## src/rtl/gpio_bank_ctrl.sv

```systemverilog
// Parametrised GPIO bank: output/direction registers, input synchroniser, edge-detect
// interrupt with sticky W1C pending bits. Optional input debounce via `GPIO_DEBOUNCE_EN.
module gpio_bank_ctrl #(
    parameter int NPINS       = 34,
    parameter int SYNC_STAGES = 2,
    parameter int DB_CYCLES   = 8
) (
    input  logic             clk,
    input  logic             nrst,
    input  logic             en,
    input  logic [2:0]       reg_addr,
    input  logic             reg_we,
    input  logic [NPINS-1:0] reg_wdata,
    output logic [NPINS-1:0] reg_rdata,
    input  logic [NPINS-1:0] gpio_in,
    output logic [NPINS-1:0] gpio_out,
    output logic [NPINS-1:0] gpio_oeb,
    output logic             irq
);

    localparam logic [2:0] ADDR_OUT  = 3'd0;
    localparam logic [2:0] ADDR_OE   = 3'd1;
    localparam logic [2:0] ADDR_IN   = 3'd2;
    localparam logic [2:0] ADDR_RISE = 3'd3;
    localparam logic [2:0] ADDR_FALL = 3'd4;
    localparam logic [2:0] ADDR_PEND = 3'd5;

    logic [NPINS-1:0] out_q, oe_q, rise_en_q, fall_en_q;
    logic [NPINS-1:0] pend_q, pend_d;
    logic [NPINS-1:0] prev_q;
    logic [NPINS-1:0] sync_q [SYNC_STAGES];
    logic [NPINS-1:0] in_s, rise_s, fall_s, set_s, clr_s;
    logic             irq_q, irq_d;

    // Control register writes; ignored while the bank is disabled.
    always_ff @(posedge clk or negedge nrst) begin
        if (!nrst) begin
            out_q     <= '0;
            oe_q      <= '0;
            rise_en_q <= '0;
            fall_en_q <= '0;
        end else if (en && reg_we) begin
            case (reg_addr)
                ADDR_OUT:  out_q     <= reg_wdata;
                ADDR_OE:   oe_q      <= reg_wdata;
                ADDR_RISE: rise_en_q <= reg_wdata;
                ADDR_FALL: fall_en_q <= reg_wdata;
                default: ;
            endcase
        end
    end

    // Pad input synchroniser chain; keeps running while disabled.
    always_ff @(posedge clk or negedge nrst) begin
        if (!nrst) begin
            for (int s = 0; s < SYNC_STAGES; s++) sync_q[s] <= '0;
        end else begin
            sync_q[0] <= gpio_in;
            for (int s = 1; s < SYNC_STAGES; s++) sync_q[s] <= sync_q[s-1];
        end
    end

`ifdef GPIO_DEBOUNCE_EN
    localparam int CNT_W = $clog2(DB_CYCLES);

    logic [NPINS-1:0] filt_q;
    logic [CNT_W-1:0] cnt_q [NPINS];

    // Filtered value follows the synced value only after DB_CYCLES consecutive disagreements.
    always_ff @(posedge clk or negedge nrst) begin
        if (!nrst) begin
            filt_q <= '0;
            for (int i = 0; i < NPINS; i++) cnt_q[i] <= '0;
        end else begin
            for (int i = 0; i < NPINS; i++) begin
                if (sync_q[SYNC_STAGES-1][i] != filt_q[i]) begin
                    if (cnt_q[i] == CNT_W'(DB_CYCLES - 1)) begin
                        filt_q[i] <= sync_q[SYNC_STAGES-1][i];
                        cnt_q[i]  <= '0;
                    end else begin
                        cnt_q[i]  <= cnt_q[i] + 1'b1;
                    end
                end else begin
                    cnt_q[i] <= '0;
                end
            end
        end
    end

    assign in_s = filt_q;
`else
    logic [31:0] db_cycles_unused_s;
    assign db_cycles_unused_s = DB_CYCLES;
    assign in_s = sync_q[SYNC_STAGES-1];
`endif

    // Edge detection and pending next state; a new edge outranks a same-cycle W1C.
    always_comb begin
        rise_s = in_s & ~prev_q;
        fall_s = ~in_s & prev_q;
        if (en) begin
            set_s = (rise_s & rise_en_q) | (fall_s & fall_en_q);
        end else begin
            set_s = '0;
        end
        if (en && reg_we && (reg_addr == ADDR_PEND)) begin
            clr_s = reg_wdata;
        end else begin
            clr_s = '0;
        end
        pend_d = (pend_q & ~clr_s) | set_s;
        irq_d  = en & (|pend_q);
    end

    // Edge history, sticky pending bits and the registered interrupt.
    always_ff @(posedge clk or negedge nrst) begin
        if (!nrst) begin
            prev_q <= '0;
            pend_q <= '0;
            irq_q  <= 1'b0;
        end else begin
            prev_q <= in_s;
            pend_q <= pend_d;
            irq_q  <= irq_d;
        end
    end

    // Register read mux.
    always_comb begin
        case (reg_addr)
            ADDR_OUT:  reg_rdata = out_q;
            ADDR_OE:   reg_rdata = oe_q;
            ADDR_IN:   reg_rdata = in_s;
            ADDR_RISE: reg_rdata = rise_en_q;
            ADDR_FALL: reg_rdata = fall_en_q;
            ADDR_PEND: reg_rdata = pend_q;
            default:   reg_rdata = '0;
        endcase
    end

    assign gpio_out = en ? out_q : '0;
    assign gpio_oeb = en ? ~oe_q : '1;
    assign irq      = irq_q;

endmodule
```

## config.mk

```make
export PLATFORM = sky130hd
export DESIGN_NAME = gpio_bank_ctrl
export DESIGN_NICKNAME = d
export VERILOG_FILES = /design/src/rtl/gpio_bank_ctrl.sv
export SDC_FILE = /design/constraint.sdc
export NUM_CORES = 1
export LEC_CHECK = 0
export BUFFER_PORTS_ARGS = -buffer_cell sky130_fd_sc_hd__buf_2
export CAP_MARGIN = 10
export CORE_ASPECT_RATIO = 1.75
export CORE_MARGIN = 10
export CORE_UTILIZATION = 51
export CTS_CLUSTER_DIAMETER = 40
export CTS_CLUSTER_SIZE = 16
export DETAILED_ROUTE_END_ITERATION = 7
export GPL_ROUTABILITY_DRIVEN = 0
export PLACE_DENSITY = 0.76
export SLEW_MARGIN = 20
export SYNTH_ARGS = -nofsm -noshare
export SYNTH_HDL_FRONTEND = slang
export SYNTH_SLANG_ARGS = --single-unit
```

## constraint.sdc

```tcl
create_clock -name clk -period 1.3 [get_ports clk]
set_input_delay 0.195 -clock clk [delete_from_list [all_inputs] [get_ports clk]]
set_output_delay 0.195 -clock clk [all_outputs]
set_load 0.01 [all_outputs]
```

==> results of run 1 <==
final timing paths:
| path | endpoint | slack, ns | start | cells after the start |
|---|---|---|---|---|
| min | fall_en_q[2] | 0.09 | nrst | 2 |
| max reg2reg | irq | -0.31 | pend_q[27] | 5 |
| min reg2reg | in_s[7] | 0.35 | sync_q[41] | 0 |
| max | reg_rdata[3] | -0.42 | in_s[3] | 3 |
| min in group clk | sync_q[34] | 0.29 | gpio_in[0] | 2 |
| max in group asynchronous | fall_en_q[18] | 0.54 | nrst | 3 |
power by group:
| part | internal [W] | switching, W | leakage [nW] | total [W] |
|---|---|---|---|---|
| clock | 0.00436 | 0.00352 | 0.426 | 0.00788 |
| sequential | 0.00992 | 0.00130 | 3.20 | 0.0112 |
| combinational | 0.00355 | 0.00242 | 3.86 | 0.00597 |
kinds of logic after synthesis:
logic type	Yosys count	synth area share
and+or+nand+nor	227	0.110
DFF	273	0.606
buffers and inverters	55	0.0280
muxes	136	0.146
AOI/OAI and AO/OA	171	0.110
repair_timing:
item | CTS | global route
hold buffers | 69 | 0
setup endpoints to repair | 103 | 104
cloned | 3 | 0
setup buffers | 80 | 40
resized for setup | 112 | 90
pin swaps | 33 | 16
endpoints found under the hold margin | 459 | 0
synth_stat cells (all sizes together) (2+ instances only):
cell type	count	area, um^2
nor4	8	50.1
a22o	34	298
nand2	69	259
and2	39	244
a22oi	102	766
nor3b	3	50.1
o21ai	34	170
clkbuf	31	116
buf	24	199
dfrtp	273	6830
nand3	69	345
and3b	2	17.5
mux2	136	1640
nand3b	34	255
state kept, by name, summed over array words and instances (netlist names):
name,cells
fall_en_q,34
oe_q,34
sync_q,34
rise_en_q,34
in_s,34
out_q,34
prev_q,34
pend_q,34
irq,1
metrics by stage:
stage	worst slack (ns)	hold WS (ns)
finish	-0.417	0.0895
global route	-0.503	0.0968
CTS	-0.392	0.0866
detailed placement	-0.374	0.0604
global placement	-0.287	0.0599
floorplan	-0.0401	-0.101
final cells by class:
cell class	count	share of cell area
Timing Repair Buffer	429	0.229
Sequential cell	273	0.415
Antenna cell	1	0.000152
Clock buffer	30	0.0423
Multi-Input combinational cell	534	0.280
Tap cell	292	0.0222
Clock inverter	18	0.0117
routing by layer:
layer	vias to the layer above	wire length, um
met2	416	19500
li1	3968	-
met3	99	2160
met1	4678	13200
met4	0	1420
met5	-	0
worst max-delay path, stage by stage, from the launching register on:
cell     delay [ns]
dfrtp_1        0.43
a22oi_1        0.26
nand3_1        0.14
buf_2          0.16
==> summary.md, run 1 <==
| Metric | Value |
|---|---|
| Util after Layout | 0.760 |
| Failing checks | negative setup slack |
| Fillers | 1260 |
| Clock latency on the worst-skew pair | 0.54 ns |
| Met2 Track Usage GR | 0.412 |
| GR peak layer | met2 |
| GRT met3 Usage | 0.0440 |
| Fraction of registers with async set/reset | 1.00 |
| M1 GR Usage | 0.270 |
| Core Area | 0.0217 mm^2 |
| Critical Path Sink Type | output port |
| DP HPWL | 20800 um |
| Placed Cells | 1344 |
| Final wirelength | 36200 um |
| Count of different cell masters after synthesis | 24 |
| Total GRT Usage | 0.234 |
| Syn-to-layout area delta | 46.1% |
| Clk root buf | clkbuf_16 |
| IO buf count | 177 |
| Unrepaired setup endpoints after global routing | true |
| Post-route cell area | 0.0165 mm^2 |
| Cts bufs inserted | 27 |
| Routed WL per cell | 22.9 um |
| Post-route ant nets | 0 |
| Slew Viols, Final | 0 |
| Reg area | 0.00683 mm^2 |
| Syn Area/Cell | 13.1 um^2 |
| Top Ports | 178 |
| Clk pin slew, worst setup/hold paths | 0.07 ns |
| Crit Path Max Fanout | 4 |
| Peak Freq | 0.583 GHz |
| Final setup violation count | 103 |
| Placed Area | 0.0131 mm^2 |
| Antenna violations before repair | 1 |
| Fin. Hold Viols | 0 |
| Final Skew | 0.00956 ns |
| Die ar. | 0.0287 mm^2 |
| Hold WC Path Type | primary input to async pin |
| WP data required | 1.11 ns |
| Worst vdd ir | 1190 uV |
| Clock Sinks | 273 |
| Die H | 217 um |
| Commonest non-fill, non-tap cell in the layout | dfrtp_1 |
| Outcome | finished with violations |
| Worst setup SP type | flop |
| First-pass detailed-route iteration total | 5 |
| CTS tree | done |
| Initial Util | 0.520 |
| Pwr dens | 1520 mW/mm^2 |
| Leading cell types in the layout, fill and taps excluded | dfrtp_1 (273), buf_2 (133), buf_4 (111) |
| Measured slew at the worst slew-check pin | 0.443 ns |
| Sequential-to-total area share from yosys stat | 0.606 |
| First-pass GRT wire length | 54100 um |
| Die W | 132 um |
| Vias in the first global route | 9774 |
| Synthesis Warnings | 0 |
| Leak pwr | 7.49 nW |
| DRT iter0 DRCs | 745 |
| Post-synth design cell area | 0.0113 mm^2 |
| Worst slew margin | 0.705 |
| DRC | 0 |
| # nets final | 1340 |
| Vias per cell | 5.81 |
| Synth Net Count | 937 |
| Vias | 9161 |
| Post-synth EDFFs | 0 |
| Total power | 0.0251 W |
| Row count | 71 |
| Minimum clock period | 1.72 ns |
| GRT overflow | 0 |
| Area taken by multi-input logic gates | 0.00461 mm^2 |
| H-tree depth | 1 |
| Post-route insts no fill | 1577 |
| Fin Setup TNS | -19.21 ns |
| Largest net degree at the start of global routing | 72 |
| Max_cap viols | 0 |
| Critical path class | flop to output port |
| Top_reg_cell synth | dfrtp_1 |
| Max Root-Sink Buffers | 3 |
| Post-Synthesis Cells | 862 |
| WP data arrival | 1.52 ns |
| Setup ws final | -0.417 ns |
| Yosys reg bits | 273 |
| Final worst path period share | 1.32 |
| Ratio of cells with drive above 1 in the final layout | 0.440 |
No activity file was read; power rests on OpenSTA's default activity.
==> run 2, diff against run 1 <==
CORE_UTILIZATION = 61   (was 51)
PLACE_DENSITY = 0.85   (was 0.76)
clock period = 2.05 ns   (was 1.3 ns; I/O delays follow)
==> summary.md, run 2 (synthesis results as in run 1) <==
| Metric | Value |
|---|---|
| WP data arrival | 1.55 ns |
| Final Skew | 0.0144 ns |
| Unrepaired setup endpoints after global routing | false |
| Slew Viols, Final | 0 |
| Die H | 200 um |
| Peak Freq | 0.539 GHz |
| Max Root-Sink Buffers | 3 |
| Worst Hold Launch | reg_wdata[26] |
| Net Sw Frac | 0.279 |
| WP data required | 1.74 ns |
| Area taken by multi-input logic gates | 0.00415 mm^2 |
| Final setup violation count | 0 |
| Post-route cell area | 0.0137 mm^2 |
| Clock latency on the worst-skew pair | 0.51 ns |
| Clock Power Share | 0.327 |
| H-tree depth | 1 |
| Clock Sinks | 273 |
| Commonest non-fill, non-tap cell in the layout | dfrtp_1 |
| Reg power frac | 0.512 |
| Vias in the first global route | 8919 |
| Core Area | 0.0181 mm^2 |
| Final worst path period share | 0.905 |
| Vias | 8342 |
| Top Ports | 178 |
| DRT iter0 DRCs | 800 |
| Worst setup SP type | primary input |
| Critical path class | primary input to output port |
| Die W | 123 um |
| CTS tree | done |
| Leading cell types in the layout, fill and taps excluded | dfrtp_1 (273), buf_2 (175), a22oi_1 (102) |
| Leak pwr | 6.22 nW |
| Critical Path Sink Type | output port |
| Vias per cell | 6.32 |
| Measured slew at the worst slew-check pin | 0.511 ns |
| Worst slew margin | 0.659 |
| Hold WC Path Type | primary input to flop |
| Post-route insts no fill | 1320 |
| Row count | 65 |
| Crit Path Max Fanout | 20 |
| R2r startpoint | pend_q[4] |
| Antenna violations before repair | 2 |
| First-pass GRT wire length | 48400 um |
| DP HPWL | 20200 um |
| Total GRT Usage | 0.249 |
| DRC | 0 |
| Cts bufs inserted | 24 |
| Ratio of cells with drive above 1 in the final layout | 0.276 |
| Outcome | finished, final reports clean |
| Max_cap viols | 0 |
| Comb pwr share | 0.160 |
| P_int | 0.0100 W |
| First-pass detailed-route iteration total | 5 |
| Post-route ant nets | 0 |
| Minimum clock period | 1.86 ns |
| Die ar. | 0.0245 mm^2 |
| Initial Util | 0.622 |
| Crit. Startpoint | reg_addr[2] |
| Largest net degree at the start of global routing | 104 |
| GRT overflow | 0 |
| Syn-to-layout area delta | 21.6% |
| Sw Pwr | 0.00387 W |
| Post-CTS setup buffers | 0 |
| Clk root buf | clkbuf_16 |
| Placed Area | 0.0126 mm^2 |
| Routed WL per cell | 23.4 um |
| Pwr dens | 1010 mW/mm^2 |
| Clk pin slew, worst setup/hold paths | 0.07 ns |
| Fin Setup TNS | 0 ns |
| Fin. Hold Viols | 0 |
| IO buf count | 177 |
| # nets final | 1149 |
| Placed Cells | 1247 |
| Final wirelength | 30900 um |
| Fillers | 1109 |
| Reg area | 0.00683 mm^2 |
| Worst vdd ir | 765 uV |
## run 2: changes by cell type in the layout (fill, tap and decap cells not counted), moves of 34 or more
cell	previous run	this run
buf_6	87	0
buf_4	111	15
buf_2	133	175
a22oi_1	48	102
dlygate4sd3_1	69	35
a22oi_2	54	0
## run 2: repair_timing
action,CTS,global route
hold endpoints to repair,91,0
resized for setup,0,0
hold buffers,35,0
## run 2: path summary, 6_finish.rpt
path / end / slack, ns / cells past startpoint
setup / recovery: reg_rdata[28] / 0.19 / 6
hold / removal: fall_en_q[26] / 0.08 / 2
setup reg to reg: irq / 0.58 / 3
hold reg to reg: in_s[12] / 0.34 / 0
max in group asynchronous: rise_en_q[25] / 0.97 / 3
min in group asynchronous: sync_q[44] / 0.33 / 2
## run 2: critical path, cell delays in order
cell and delay, ns:
buf_2 0.19, nor3b_4 0.26, buf_4 0.37, a22oi_1 0.12, nand3_1 0.15, buf_2 0.15
## run 2: layout make-up
type                            instances  share of cell area
Antenna cell                            1            0.000183
Clock buffer                           28              0.0479
Clock inverter                          9             0.00903
Multi-Input combinational cell        534               0.303
Sequential cell                       273               0.498
Tap cell                              234              0.0214
Timing Repair Buffer                  241               0.121
## run 2: per-stage QoR
stage	setup WS (ns)	hold slack, ns	util	total power, W
finish	0.194	0.0839	0.756	0.0139
global route	0.0926	0.0812	0.756	0.0144
CTS	0.187	0.0696	0.756	0.0139
detailed placement	0.193	0.281	0.693	0.00931
global placement	0.234	0.281	0.693	0.00919
floorplan	0.479	0.0119	-	0.00820
## run 2: power by group through the flow
stage / clock, W / sequential, W / combinational [W]
CTS: 0.00459 / 0.00706 / 0.00224
finish: 0.00454 / 0.00710 / 0.00222
global route: 0.00484 / 0.00719 / 0.00242
global placement: 0 / 0.00711 / 0.00208
detailed placement: 0 / 0.00714 / 0.00217
floorplan: 0 / 0.00685 / 0.00135
## run 2: metal layers
| metal | wire length, um | global-route usage |
|---|---|---|
| met3 | 2280 | 0.0428 |
| met5 | 13 | 0 |
| met1 | 11100 | 0.298 |
| met4 | 1290 | 0.114 |
| met2 | 16200 | 0.427 |
